`config.mk`:
```
export PLATFORM = sky130hd
export DESIGN_NAME = rc4_xor_stage
export DESIGN_NICKNAME = d
export VERILOG_FILES = /design/src/rtl/rc4_pkg.sv /design/src/rtl/rc4_ks_fifo.sv /design/src/rtl/rc4_xor_stage.sv
export SDC_FILE = /design/constraint.sdc
export NUM_CORES = 1
export LEC_CHECK = 0
export ABC_AREA = 1
export BUFFER_PORTS_ARGS = -buffer_cell sky130_fd_sc_hd__buf_2
export CAP_MARGIN = 30
export CORE_UTILIZATION = 57
export CTS_CLUSTER_SIZE = 16
export DETAILED_ROUTE_END_ITERATION = 7
export GPL_TIMING_DRIVEN = 0
export PLACE_DENSITY = 0.82
export SLEW_MARGIN = 25
export SYNTH_ARGS = -nofsm -noshare
export SYNTH_HDL_FRONTEND = slang
export SYNTH_SLANG_ARGS = --single-unit
```
`constraint.sdc`:
```
create_clock -name clk -period 2.4 [get_ports clk]
set_input_delay 0.12 -clock clk [delete_from_list [all_inputs] [get_ports clk]]
set_output_delay 0.12 -clock clk [all_outputs]
set_load 0.05 [all_outputs]
```
`src/rtl/rc4_pkg.sv`:
```
// Shared types and default sizing for the RC4 keystream XOR stage.
package rc4_pkg;
  localparam int KS_DEPTH_DEF = 4;
  localparam int LEN_W_DEF    = 16;

  typedef logic [7:0] byte_t;

  typedef enum logic [1:0] {
    ST_IDLE = 2'd0,
    ST_RUN  = 2'd1,
    ST_FIN  = 2'd2
  } state_t;
endpackage

```
`src/rtl/rc4_ks_fifo.sv`:
```
// Keystream byte buffer: synchronous FIFO, head visible on rdata, no empty bypass.
module rc4_ks_fifo
  import rc4_pkg::*;
#(
  parameter int DEPTH = KS_DEPTH_DEF
) (
  input  logic  clk,
  input  logic  rst_n,
  input  logic  push,
  input  logic  pop,
  input  logic  flush,
  input  byte_t wdata,
  output byte_t rdata,
  output logic  full,
  output logic  empty
);
  localparam int AW = $clog2(DEPTH);

  byte_t         mem [DEPTH];
  logic [AW:0]   wr_ptr, rd_ptr;

  // Extra pointer bit distinguishes full from empty when the indices match.
  assign empty = (wr_ptr == rd_ptr);
  assign full  = (wr_ptr[AW] != rd_ptr[AW]) && (wr_ptr[AW-1:0] == rd_ptr[AW-1:0]);
  assign rdata = mem[rd_ptr[AW-1:0]];

  always_ff @(posedge clk or negedge rst_n) begin
    if (!rst_n) begin
      wr_ptr <= '0;
      rd_ptr <= '0;
    end else if (flush) begin
      wr_ptr <= '0;
      rd_ptr <= '0;
    end else begin
      if (push && !full)  wr_ptr <= wr_ptr + (AW+1)'(1);
      if (pop  && !empty) rd_ptr <= rd_ptr + (AW+1)'(1);
    end
  end

  always_ff @(posedge clk) begin
    if (push && !full && !flush) mem[wr_ptr[AW-1:0]] <= wdata;
  end
endmodule

```
`src/rtl/rc4_xor_stage.sv`:
```
// XORs a message with buffered RC4 keystream; one byte per cycle, 1-cycle latency.
module rc4_xor_stage
  import rc4_pkg::*;
#(
  parameter int KS_DEPTH = KS_DEPTH_DEF,
  parameter int LEN_W    = LEN_W_DEF
) (
  input  logic             clk,
  input  logic             rst_n,
  input  logic             start,
  input  logic [LEN_W-1:0] msg_len,
  input  logic             ks_valid,
  input  logic [7:0]       ks_data,
  output logic             ks_ready,
  input  logic             din_valid,
  input  logic [7:0]       din_data,
  output logic             din_ready,
  output logic             dout_valid,
  output logic [7:0]       dout_data,
  input  logic             dout_ready,
  input  logic             ks_flush,
  output logic             busy,
  output logic             done,
  output logic [LEN_W-1:0] byte_cnt
);
  state_t           state;
  logic [LEN_W-1:0] remaining;
  byte_t            ks_head;
  logic             fifo_full, fifo_empty;
  logic             out_free, can_go, fire, ks_clr;

  assign ks_ready  = !fifo_full;
  assign ks_clr    = ks_flush && (state == ST_IDLE);
  assign out_free  = !dout_valid || dout_ready;
  // remaining!=0 gate keeps byte_cnt/remaining from wrapping.
  assign can_go    = (state == ST_RUN) && (remaining != '0) && !fifo_empty && out_free;
  assign din_ready = can_go;
  assign fire      = can_go && din_valid;

  rc4_ks_fifo #(.DEPTH(KS_DEPTH)) u_ks_fifo (
    .clk   (clk),
    .rst_n (rst_n),
    .push  (ks_valid && ks_ready),
    .pop   (fire),
    .flush (ks_clr),
    .wdata (ks_data),
    .rdata (ks_head),
    .full  (fifo_full),
    .empty (fifo_empty)
  );

  always_ff @(posedge clk or negedge rst_n) begin
    if (!rst_n) begin
      state      <= ST_IDLE;
      remaining  <= '0;
      byte_cnt   <= '0;
      dout_valid <= 1'b0;
      dout_data  <= 8'h00;
      done       <= 1'b0;
      busy       <= 1'b0;
    end else begin
      done <= 1'b0;
      if (fire) begin
        dout_data  <= din_data ^ ks_head;
        dout_valid <= 1'b1;
      end else if (dout_ready) begin
        dout_valid <= 1'b0;
      end
      case (state)
        ST_IDLE: if (start) begin
          remaining <= msg_len;
          byte_cnt  <= '0;
          busy      <= 1'b1;
          if (msg_len == '0) begin
            state <= ST_FIN;
            done  <= 1'b1;
          end else begin
            state <= ST_RUN;
          end
        end
        ST_RUN: begin
          if (fire) begin
            remaining <= remaining - LEN_W'(1);
            byte_cnt  <= byte_cnt + LEN_W'(1);
          end
          // Leave only once the final byte has been taken downstream.
          if (remaining == '0 && out_free) begin
            state <= ST_FIN;
            done  <= 1'b1;
          end
        end
        ST_FIN: begin
          state <= ST_IDLE;
          busy  <= 1'b0;
        end
        default: state <= ST_IDLE;
      endcase
    end
  end
endmodule

```
==> Yosys cells after proc, flatten, opt, wreduce, memory -nomap -nowiden <==
Memories as Yosys holds them, arrays and structs flattened.
Index checks and enable logic that the tools add are counted.
{ "totals": {"regBits": 51, "mem_bits_rw": 32, "input_bits": 39, "word_cells": 75, "mem_count": 1} }
{ "classes": {"add_sub_neg": 4, "eq_ne": 8, "mux": 24, "n_bitwise": 1, "n_reduce_logical": 28} }
{ "memory_table": {"columns": ["memory", "depth", "word_bits", "read_ports", "rd_clocked_by_memory_dff", "write_ports", "line_no", "rtl"], "rows": [
  ["u_ks_fifo.mem", 4, 8, 1, 0, 1, "rc4_ks_fifo.sv:19", "byte_t mem [DEPTH];"]
]} }
{ "op_table": {"columns": ["operator", "count"], "rows": [
  ["$mux 16", 4],
  ["$pmux 16 s2", 2],
  ["$logic_not 16->1", 2],
  ["$add 16x1->16 const B", 1],
  ["$reduce_bool 16->1", 1],
  ["$sub 16x1->16 const B", 1],
  ["$mux 3", 4],
  ["$logic_and 1x1->1", 11],
  ["$reduce_bool 2->1", 5],
  ["$mux 1", 8],
  ["$xor 8x8->8", 1],
  ["$add 3x1->3 const B", 2],
  ["$mux 2", 3],
  ["$logic_not 1->1", 4],
  ["$ne 2x1->1 const B", 2],
  ["$pmux 1 s2", 2],
  ["$pmux 2 s2", 1],
  ["$reduce_and 2->1", 2],
  ["$eq 3x3->1", 1],
  ["$reduce_and 3->1", 1],
  ["$eq 2x1->1 const B", 1],
  ["$eq 2x2->1", 1],
  ["$eq 2x2->1 const B", 1],
  ["$logic_not 2->1", 1],
  ["other kinds (3)", 3]
]} }

==> Logic depth before layout (Yosys ltp) <==
Gate-level depths: netlist (run 1).
{ "logic_depth": {"ltp_word": 8, "depth_mapped": 11} }

==> Cells and area by module <==
From an unflattened synthesis (run 1), not the netlist that was laid out.
{ "hier_totals": {"cells_unflattened": 558, "area_unflattened_um2": 4520.6} }
{ "modules_own_cells": {"columns": ["mod", "n_inst", "cells_each", "area_each_um2", "seq_area_each_um2"], "rows": [
  ["rc4_xor_stage", 1, 418, 2831.5, 1126.1],
  ["rc4_ks_fifo", 1, 140, 1689.1, 1111.1]
]} }

==> Least setup slack after synthesis (run 1) <==
OpenSTA, ideal clock, no wires.
{ "synth_path": {"path_type": "register -> register", "start": "register u_ks_fifo.rd_ptr[0]", "end": "memory u_ks_fifo.mem[0][0] (netlist bit) (enable)", "arrival_ns": 1.898, "t_required_ns": 2.029, "slack_ns": 0.131, "path_stages_with_launch": 8, "path_cell_list": "dfrtp_1 > buf_4 > xnor2_1 > nand4_1 > nand2_1 > nor2_1 > inv_1 > nor2_1"} }
{ "synth_between": {"elab_chain_len": 8} }
{ "synth_lines": {"columns": ["element", "line_no", "rtl"], "rows": [
  ["start, declared", "rc4_ks_fifo.sv:20", "logic [AW:0] wr_ptr, rd_ptr;"],
  ["start signal, assigned", "rc4_ks_fifo.sv:36", "if (pop && !empty) rd_ptr <= rd_ptr + (AW+1)'(1);"],
  ["$eq 2x2->1 *", "rc4_ks_fifo.sv:24", "assign full = (wr_ptr[AW] != rd_ptr[AW]) && (wr_ptr[AW-1:0] == rd_ptr[AW-1:0]);"],
  ["$logic_and 1x1->1 *", "rc4_ks_fifo.sv:24", null],
  ["$logic_not 1->1 *", "rc4_xor_stage.sv:32", "assign ks_ready = !fifo_full;"],
  ["named net ks_ready", "rc4_xor_stage.sv:14", "output logic ks_ready,"],
  ["$logic_and 1x1->1", "rc4_xor_stage.sv:43", ".push (ks_valid && ks_ready),"],
  ["$logic_and 1x1->1 * (2 in series)", "rc4_ks_fifo.sv:41", "if (push && !full && !flush) mem[wr_ptr[AW-1:0]] <= wdata;"],
  ["$mux 1 *", "rc4_ks_fifo.sv:41", null],
  ["$mux 1 (implied by the code) *", "rc4_ks_fifo.sv:41", null],
  ["end, declared", "rc4_ks_fifo.sv:19", null]
]} }
The timed path passes the listed nets; every way through them passes the cells marked *.

==> Worst setup path in the final report (run 1) <==
{ "layout_path": {"start": "register remaining[0]", "end": "output port din_ready"} }
{ "layout_between": {"elab_chain_len": 4} }
{ "layout_lines": {"columns": ["element", "line_no", "rtl"], "rows": [
  ["start, declared", "rc4_xor_stage.sv:27", "logic [LEN_W-1:0] remaining;"],
  ["start signal, assigned", "rc4_xor_stage.sv:71", "remaining <= msg_len;"],
  ["start signal, assigned", "rc4_xor_stage.sv:83", "remaining <= remaining - LEN_W'(1);"],
  ["$reduce_bool 16->1", "rc4_xor_stage.sv:36", "assign can_go = (state == ST_RUN) && (remaining != '0) && !fifo_empty && out_free;"],
  ["$logic_and 1x1->1 (3 in series)", "rc4_xor_stage.sv:36", null],
  ["end, declared", "rc4_xor_stage.sv:17", "output logic din_ready,"]
]} }
No other way between the ends.

==> parameters.txt, run 1 <==
Parameter                              Value

Synth
  Yosys warns    0
  Async SR Flop Fraction    around three fifths
  Area fraction of the dominant cell type after synthesis    28.0%
  Number of enable-type register cells in the synthesized netlist    32
  Sequential fraction of the synthesis area    about half
  Cell type with the largest total area after synthesis    sky130_fd_sc_hd__dfrtp_1
  Number of distinct library cells after synthesis    30
  Most numerous cell in the Yosys netlist    sky130_fd_sc_hd__nand2_1
  Cell types with the largest area share after synthesis    sky130_fd_sc_hd__dfrtp_1, sky130_fd_sc_hd__edfxtp_1, sky130_fd_sc_hd__nand2_1
  Most common flop cell mapped by yosys    sky130_fd_sc_hd__dfrtp_1
  Most used standard cells in the synthesized netlist    sky130_fd_sc_hd__nand2_1, sky130_fd_sc_hd__nand3_1, sky130_fd_sc_hd__nor2_1, sky130_fd_sc_hd__dfrtp_1, sky130_fd_sc_hd__inv_1
  Total nets after synthesis    between 600 and 700
  Number of cells produced by synthesis    573
  Mapped Avg Cell Area    7.95 um2
  Synthesis-stage register bit count    83
  Netlist area before placement    between 4000 and 5000 um2

Layout
  Count of inserted antenna diode cells    0
  Layout cells sized above 1    16.4%
  Post-Layout Inst Area    5340 um2
  Area delta synth->final    17.1%
  Finished Core Util    between 60% and 70%
  Total of fill cells in the finished design    between 600 and 700
  Net count, final    a little over 700

Power and ir drop
  Worst ir drop on vdd    0.901 mV
  P per Cell Area    around 1200 nW/um2
  Static leakage    between 2 and 3 nW

Setup path
  Critical path origin    remaining[0]
  Type of destination of the critical path    primary output
  Crit path max-delay family    simple AND/OR/NAND/NOR gates
  Data required time of the worst path    2280 ps
  Arrival time of the worst setup path    2090 ps
  Series of cell instances along the critical path    inv_1 -> ha_1 -> nand2_2 -> nor2_4 -> nand2_1 -> nor2_1 -> nor2_2 -> buf_6 -> buf_2
  Highest fanout seen on the critical path    10
  Startpoint type of the worst setup path    flip-flop
  Worst Path Class, Setup    flip-flop to primary output
  Worst-path cell with the longest stage delay    sky130_fd_sc_hd__dfrtp_1
  Critical Path Max Stage Delay    400 ps
  Buf+Inv Stages, Crit Path    3
  Startpoint of the most critical register-to-register path    u_ks_fifo.rd_ptr[0]

Die
  Die Y-Extent    91.4 um
  Cell row count    32
  Initial core utilization    around three fifths
  Number of top-level design ports    68
  Horizontal extent of the die    ~91 um
  Core Footprint    7730 um2
  Die area    approximately 8400 um2

Place
  Cell area after placement    5020 um2
  Port Buffers    67
  Gpl congestion    between 0.9 and 1
  Half-perimeter wire length after detailed placement    7.60 mm

Drt
  Drt wl/cell    ~14 um
  Detailed router's first-iteration violation count    316
  Count of nets left with antenna violations after detail routing    0
  Via/cell ratio    5.37
  Total detailed-routing wirelength    about 11 mm
  Post-route DRC    0
  Vias    4121
  First-pass iteration count of the detailed router    5

Min path
  Start point of the worst min-delay path    msg_len[4]
  Hold crit path type    input port to flip-flop

Clocking
  Clock transition at the register clock pins on the worst setup and hold paths after CTS    90 ps
  Number of clock sinks    between 80 and 90
  Htree depth    3
  Number of gates resized after cts    0
  Number of post-CTS setup repair buffers    0
  CTS Root Cell    sky130_fd_sc_hd__clkbuf_8
  Maximum clock path buffer count    2
  CTS tree    built
  Inserted Clock Buffers    9
  Insertion delay of the later-clocked pin in the worst-skew pair    370 ps

Timing
  Period utilization    between 90 and 100%
  Slew @ Worst Pin    about 810 ps
  Clock tree skew after final layout    ~22 ps
  Achievable frequency    0.452 GHz
  Hold_ws    59.6 ps
  Tmin final    about 2200 ps
  Final-report hold violation count    0
  Setup repair after global routing missed its margin    false
  Worst rel slew slack    45.8%
  Number of pins with negative max-slew slack in the final report    0
  Number of setup violations in the final report    0
  Final total negative setup slack    0 ps

Global routing
  Total global routing track utilization    27.1%
  Via count of the first global-routing pass    around 3.9k
  Sum of overflow across all layers after global routing    0
  Largest net degree at the start of global routing    52
  First-pass GRT wire length    17.7 mm
  Antenna violations before repair    0

Job
  Number of max-cap violations    0

Run status
  Outcome    finished, final reports clean
## final timing paths
path | slack [ps] | cells after the start | to
max in group asynchronous | 1610 | 2 | state[1]
max reg2reg | 190 | 7 | u_ks_fifo.mem[0][6]
min | 60 | 5 | remaining[4]
max | 190 | 9 | din_ready
min in group asynchronous | 330 | 2 | remaining[2]
min reg2reg | 500 | 2 | dout_data[7]
## logic make-up after synthesis
group / after synthesis / share of synthesized area (%)
and+or+nand+nor: 377 / 35.7
DFF: 83 / 49.1
buffers and inverters: 58 / 5.88
xor gates and xnor gates: 25 / 4.81
AOI/OAI and AO/OA: 23 / 2.58
adders and majority gates: 7 / 1.92
## per-layer routing
layer	vias up	routed length, um	global-route usage [%]
li1	2027	-	-
met1	1926	4630	33.8
met2	153	5210	46.7
met3	15	608	5.86
met4	0	138	9.26
met5	-	0	0
## state kept, by name, summed over array words and instances (netlist names)
| signal | count |
|---|---|
| done | 1 |
| remaining | 16 |
| byte_cnt | 16 |
| state | 2 |
| busy | 1 |
| u_ks_fifo.wr_ptr | 3 |
| u_ks_fifo.mem | 32 |
| dout_data | 8 |
| dout_valid | 1 |
| u_ks_fifo.rd_ptr | 3 |
## power breakdown
group	switching, mW	internal, mW	leakage (nW)
sequential	0.303	1.86	0.956
combinational	2.09	0.937	1.56
clock	0.543	0.593	0.110
## worst reg2reg max path, cell delays in order, from the launching register on
cell and delay [ps]:
sky130_fd_sc_hd__dfrtp_1 390, sky130_fd_sc_hd__buf_4 180, sky130_fd_sc_hd__xnor2_1 150, sky130_fd_sc_hd__nand4_1 130, sky130_fd_sc_hd__nand2_1 100, sky130_fd_sc_hd__nor2_1 160, sky130_fd_sc_hd__inv_1 90, sky130_fd_sc_hd__nor2_1 620
## cell usage in the layout (no fill, tap or decap), types with 2 or more instances in the layout
master / count
sky130_fd_sc_hd__bufinv_16: 2
sky130_fd_sc_hd__nor3b_1: 2
sky130_fd_sc_hd__a21oi_1: 4
sky130_fd_sc_hd__inv_1: 37
sky130_fd_sc_hd__nor2_2: 5
sky130_fd_sc_hd__clkbuf_1: 6
sky130_fd_sc_hd__clkbuf_8: 9
sky130_fd_sc_hd__nor3_1: 2
sky130_fd_sc_hd__buf_2: 70
sky130_fd_sc_hd__nand3_2: 2
sky130_fd_sc_hd__dfrtp_1: 51
sky130_fd_sc_hd__nand3b_1: 3
sky130_fd_sc_hd__dlygate4sd3_1: 9
sky130_fd_sc_hd__xnor2_1: 6
sky130_fd_sc_hd__nand3_1: 77
sky130_fd_sc_hd__buf_6: 3
sky130_fd_sc_hd__edfxtp_1: 32
sky130_fd_sc_hd__nand4_1: 11
sky130_fd_sc_hd__o21ai_0: 14
sky130_fd_sc_hd__inv_6: 2
sky130_fd_sc_hd__clkinv_1: 2
sky130_fd_sc_hd__ha_1: 7
sky130_fd_sc_hd__nand2_1: 207
sky130_fd_sc_hd__o21ai_1: 4
sky130_fd_sc_hd__buf_4: 7
sky130_fd_sc_hd__nand2_2: 2
sky130_fd_sc_hd__nor2_1: 61
sky130_fd_sc_hd__xor2_1: 19
## final cells by class
| cell class | instances | area [um2] | area share, % |
|---|---|---|---|
| Timing Repair Buffer | 76 | 428 | 8.02 |
| Clock buffer | 9 | 124 | 2.32 |
| Sequential cell | 83 | 2240 | 41.9 |
| Inverter | 39 | 146 | 2.74 |
| Multi-Input combinational cell | 432 | 2050 | 38.5 |
| Clock inverter | 7 | 98.8 | 1.85 |
| Buffer | 19 | 121 | 2.27 |
| Tap cell | 102 | 128 | 2.39 |
## metrics by stage
step / power (mW) / instances / setup slack (ps)
2_1_floorplan: 4.41 / 573 / 131
6_report: 6.33 / 767 / 189
4_1_cts: 6.33 / 767 / 136
5_1_grt: 6.77 / 767 / 3.76
3_3_place_gp: 5.06 / 742 / 244
3_5_place_dp: 5.18 / 742 / 155
## what timing repair did
action | in CTS | in global routing
hold endpoints to repair | 83 | 0
endpoints found under the setup margin | 0 | 0
hold buffers | 9 | 0
Power figures use the tool's default switching activity.
==> run 2, diff against run 1 <==
--- a/config.mk
+++ b/config.mk
@@ -8,5 +8,5 @@
 export ABC_AREA = 1
 export BUFFER_PORTS_ARGS = -buffer_cell sky130_fd_sc_hd__buf_2
-export CAP_MARGIN = 30
+export CAP_MARGIN = 15
 export CORE_UTILIZATION = 57
 export CTS_CLUSTER_SIZE = 16
==> constraint.sdc (replaced) <==
create_clock -name clk -period 2.4 [get_ports clk]
set_input_delay 0.48 -clock clk [delete_from_list [all_inputs] [get_ports clk]]
set_output_delay 0.48 -clock clk [all_outputs]
set_load 0.05 [all_outputs]
==> parameters.txt, run 2 (synthesized netlist as in run 1, its figures left out) <==
Parameter                              Value

Setup path
  Worst-path cell with the longest stage delay    sky130_fd_sc_hd__dfrtp_2 (was sky130_fd_sc_hd__dfrtp_1)
  Startpoint type of the worst setup path    flip-flop (unchanged)
  Most numerous cell on the critical path    sky130_fd_sc_hd__nor2_4
  Buf+Inv Stages, Crit Path    2 (was 3)
  Critical Path Max Stage Delay    460 ps (was 400 ps)
  Arrival time of the worst setup path    1840 ps (was 2090 ps)
  Series of cell instances along the critical path    nor2_4 -> nand2_1 -> nor2_4 -> nand2_1 -> nor2_2 -> nor2_4 -> buf_6 -> buf_6 (was inv_1 -> ha_1 -> nand2_2 -> nor2_4 -> nand2_1 -> nor2_1 -> nor2_2 -> buf_6 -> buf_2)
  Crit path max-delay family    simple AND/OR/NAND/NOR gates (unchanged)
  Type of destination of the critical path    primary output (unchanged)
  Worst Path Class, Setup    flip-flop to primary output (unchanged)
  Highest fanout seen on the critical path    10 (unchanged)
  Data required time of the worst path    1920 ps (was 2280 ps)

Layout
  Total of fill cells in the finished design    609 (was 616)
  Commonest non-fill, non-tap cell in the layout    sky130_fd_sc_hd__nand2_1 (unchanged)
  Reg area    2240 um2 (about the same)
  Net count, final    699 (was 706)
  Multi-input logic area    2090 um2 (was 2050 um2)
  Most used cells in the layout excluding fill and tap cells    sky130_fd_sc_hd__nand2_1, sky130_fd_sc_hd__nand3_1, sky130_fd_sc_hd__buf_2 (unchanged)
  Layout cells sized above 1    17.6% (was 16.4%)
  Area delta synth->final    16.5% (was 17.1%)
  Count of inserted antenna diode cells    0 (unchanged)
  Flip-flop count of the largest register after layout    32 (unchanged)
  Post-Layout Inst Area    5310 um2 (was 5340 um2)

Clocking
  Maximum clock path buffer count    2 (unchanged)
  CTS tree    built (unchanged)
  Insertion delay of the later-clocked pin in the worst-skew pair    370 ps (about the same)
  Htree depth    3 (unchanged)
  Inserted Clock Buffers    9 (unchanged)
  Clock transition at the register clock pins on the worst setup and hold paths after CTS    100 ps (was 90 ps)
  CTS Root Cell    sky130_fd_sc_hd__clkbuf_8 (unchanged)
  Number of clock sinks    83 (unchanged)

Die
  Die Y-Extent    91.4 um (unchanged)
  Cell row count    32 (unchanged)
  Number of top-level design ports    68 (unchanged)
  Horizontal extent of the die    91.4 um (unchanged)
  Core Footprint    7730 um2 (unchanged)
  Initial core utilization    59.0% (unchanged)
  Die area    8360 um2 (unchanged)

Global routing
  Via count of the first global-routing pass    3895 (was 3898)
  Largest net degree at the start of global routing    52 (unchanged)
  Sum of overflow across all layers after global routing    0 (unchanged)
  First-pass GRT wire length    17.7 mm (unchanged)
  Total global routing track utilization    27.2% (was 27.1%)
  Antenna violations before repair    0 (unchanged)

Drt
  First-pass iteration count of the detailed router    5 (unchanged)
  Total detailed-routing wirelength    10.6 mm (about the same)
  Detailed router's first-iteration violation count    364 (was 316)
  Vias    4108 (was 4121)
  Count of nets left with antenna violations after detail routing    0 (unchanged)
  Via/cell ratio    5.41 (was 5.37)
  Post-route DRC    0 (unchanged)
  Drt wl/cell    13.9 um (was 13.8 um)

Job
  Number of max-cap violations    0 (unchanged)

Power and ir drop
  Power, Total    6.45 mW (was 6.33 mW)
  Worst ir drop on vdd    0.900 mV (was 0.901 mV)
  Static leakage    2.60 nW (was 2.62 nW)
  P per Cell Area    1210 nW/um2 (was 1190 nW/um2)

Timing
  Final-report hold violation count    0 (unchanged)
  Tmin final    2320 ps (was 2210 ps)
  Achievable frequency    0.431 GHz (was 0.452 GHz)
  Clock tree skew after final layout    23.2 ps (was 22.3 ps)
  Worst-case setup margin in the final layout    77.9 ps (was 189 ps)
  Number of setup violations in the final report    0 (unchanged)
  Period utilization    96.8% (was 92.1%)
  Setup repair after global routing missed its margin    false (unchanged)
  Number of pins with negative max-slew slack in the final report    0 (unchanged)
  Final total negative setup slack    0 ps (unchanged)
  Slew @ Worst Pin    827 ps (was 811 ps)
  Worst rel slew slack    44.7% (was 45.8%)

Run status
  Outcome    finished, final reports clean (unchanged)

Place
  Half-perimeter wire length after detailed placement    7.60 mm (unchanged)
  Cell area after placement    5020 um2 (unchanged)
  Pre-CTS worst setup slack    155 ps (unchanged)
  Port Buffers    67 (unchanged)
  Gpl congestion    0.953 (unchanged)

Min path
  Hold crit path type    input port to async pin (was input port to flip-flop)
-- run 2: changes by cell type in the layout (fill, tap and decap cells not counted), sizes merged --
cell         delta
buf             +2
dlygate4sd3     -9
-- run 2: per-stage QoR --
| stage | util, % | hold slack, ps | instances |
|---|---|---|---|
| 3_5_place_dp | 65.0 | 479 | 742 |
| 3_3_place_gp | 65.0 | 466 | 742 |
| 6_report | 68.7 | 144 | 760 |
| 4_1_cts | 68.2 | 161 | 759 |
| 5_1_grt | 68.7 | 186 | 760 |
| 2_1_floorplan | - | 184 | 573 |
-- run 2: area by class of cell --
class	instances	area share (%)
clock buffer	9	2.33
sequential	83	42.2
timing repair buffer	69	6.77
clock inverter	7	1.86
inverter	39	2.76
tap	102	2.40
multi-input combinational	432	39.4
buffer	19	2.29
-- run 2: routing by layer --
metal	wire length, um	up-vias	share of wire [%]	GRT usage (%)
li1	-	2015	-	-
met1	4510	1930	43	33.5
met2	5230	147	49	46.2
met3	709	16	6.7	6.45
met4	150	0	1.4	10.1
met5	0	-	0	0
-- run 2: where the power goes --
group          internal [mW]  total [mW]  switching (mW)
combinational           1.01        3.14            2.13
sequential              1.86        2.17           0.312
clock                  0.593        1.14           0.544
-- run 2: worst reg2reg max path: stages (launching register included) --
cell and delay [ps]:
sky130_fd_sc_hd__dfrtp_1 390, sky130_fd_sc_hd__buf_4 180, sky130_fd_sc_hd__xnor2_1 150, sky130_fd_sc_hd__nand4_1 130
sky130_fd_sc_hd__nand2_1 100, sky130_fd_sc_hd__nor2_1 160, sky130_fd_sc_hd__inv_1 90, sky130_fd_sc_hd__nor2_1 640
-- run 2: worst paths after layout --
| kind | start | end | slack (ps) | cells past startpoint |
|---|---|---|---|---|
| setup / recovery | remaining[4] | din_ready | 80 | 8 |
| hold / removal | rst_n | remaining[2] | 140 | 1 |
| setup reg to reg | u_ks_fifo.rd_ptr[0] | u_ks_fifo.mem[1][6] | 180 | 7 |
| hold reg to reg | dout_data[6] | dout_data[6] | 500 | 2 |
| max in group asynchronous | rst_n | remaining[4] | 1800 | 1 |
| min in group clk | ks_data[2] | u_ks_fifo.mem[3][2] | 330 | 1 |
-- run 2: timing repair --
item	in CTS	in global routing
hold buffers	0	0
pin swaps	1	2
buffers inserted	1	1
gates cloned	0	0
endpoints found under the hold margin	0	0
setup endpoints to repair	1	1
gates resized for setup	4	9
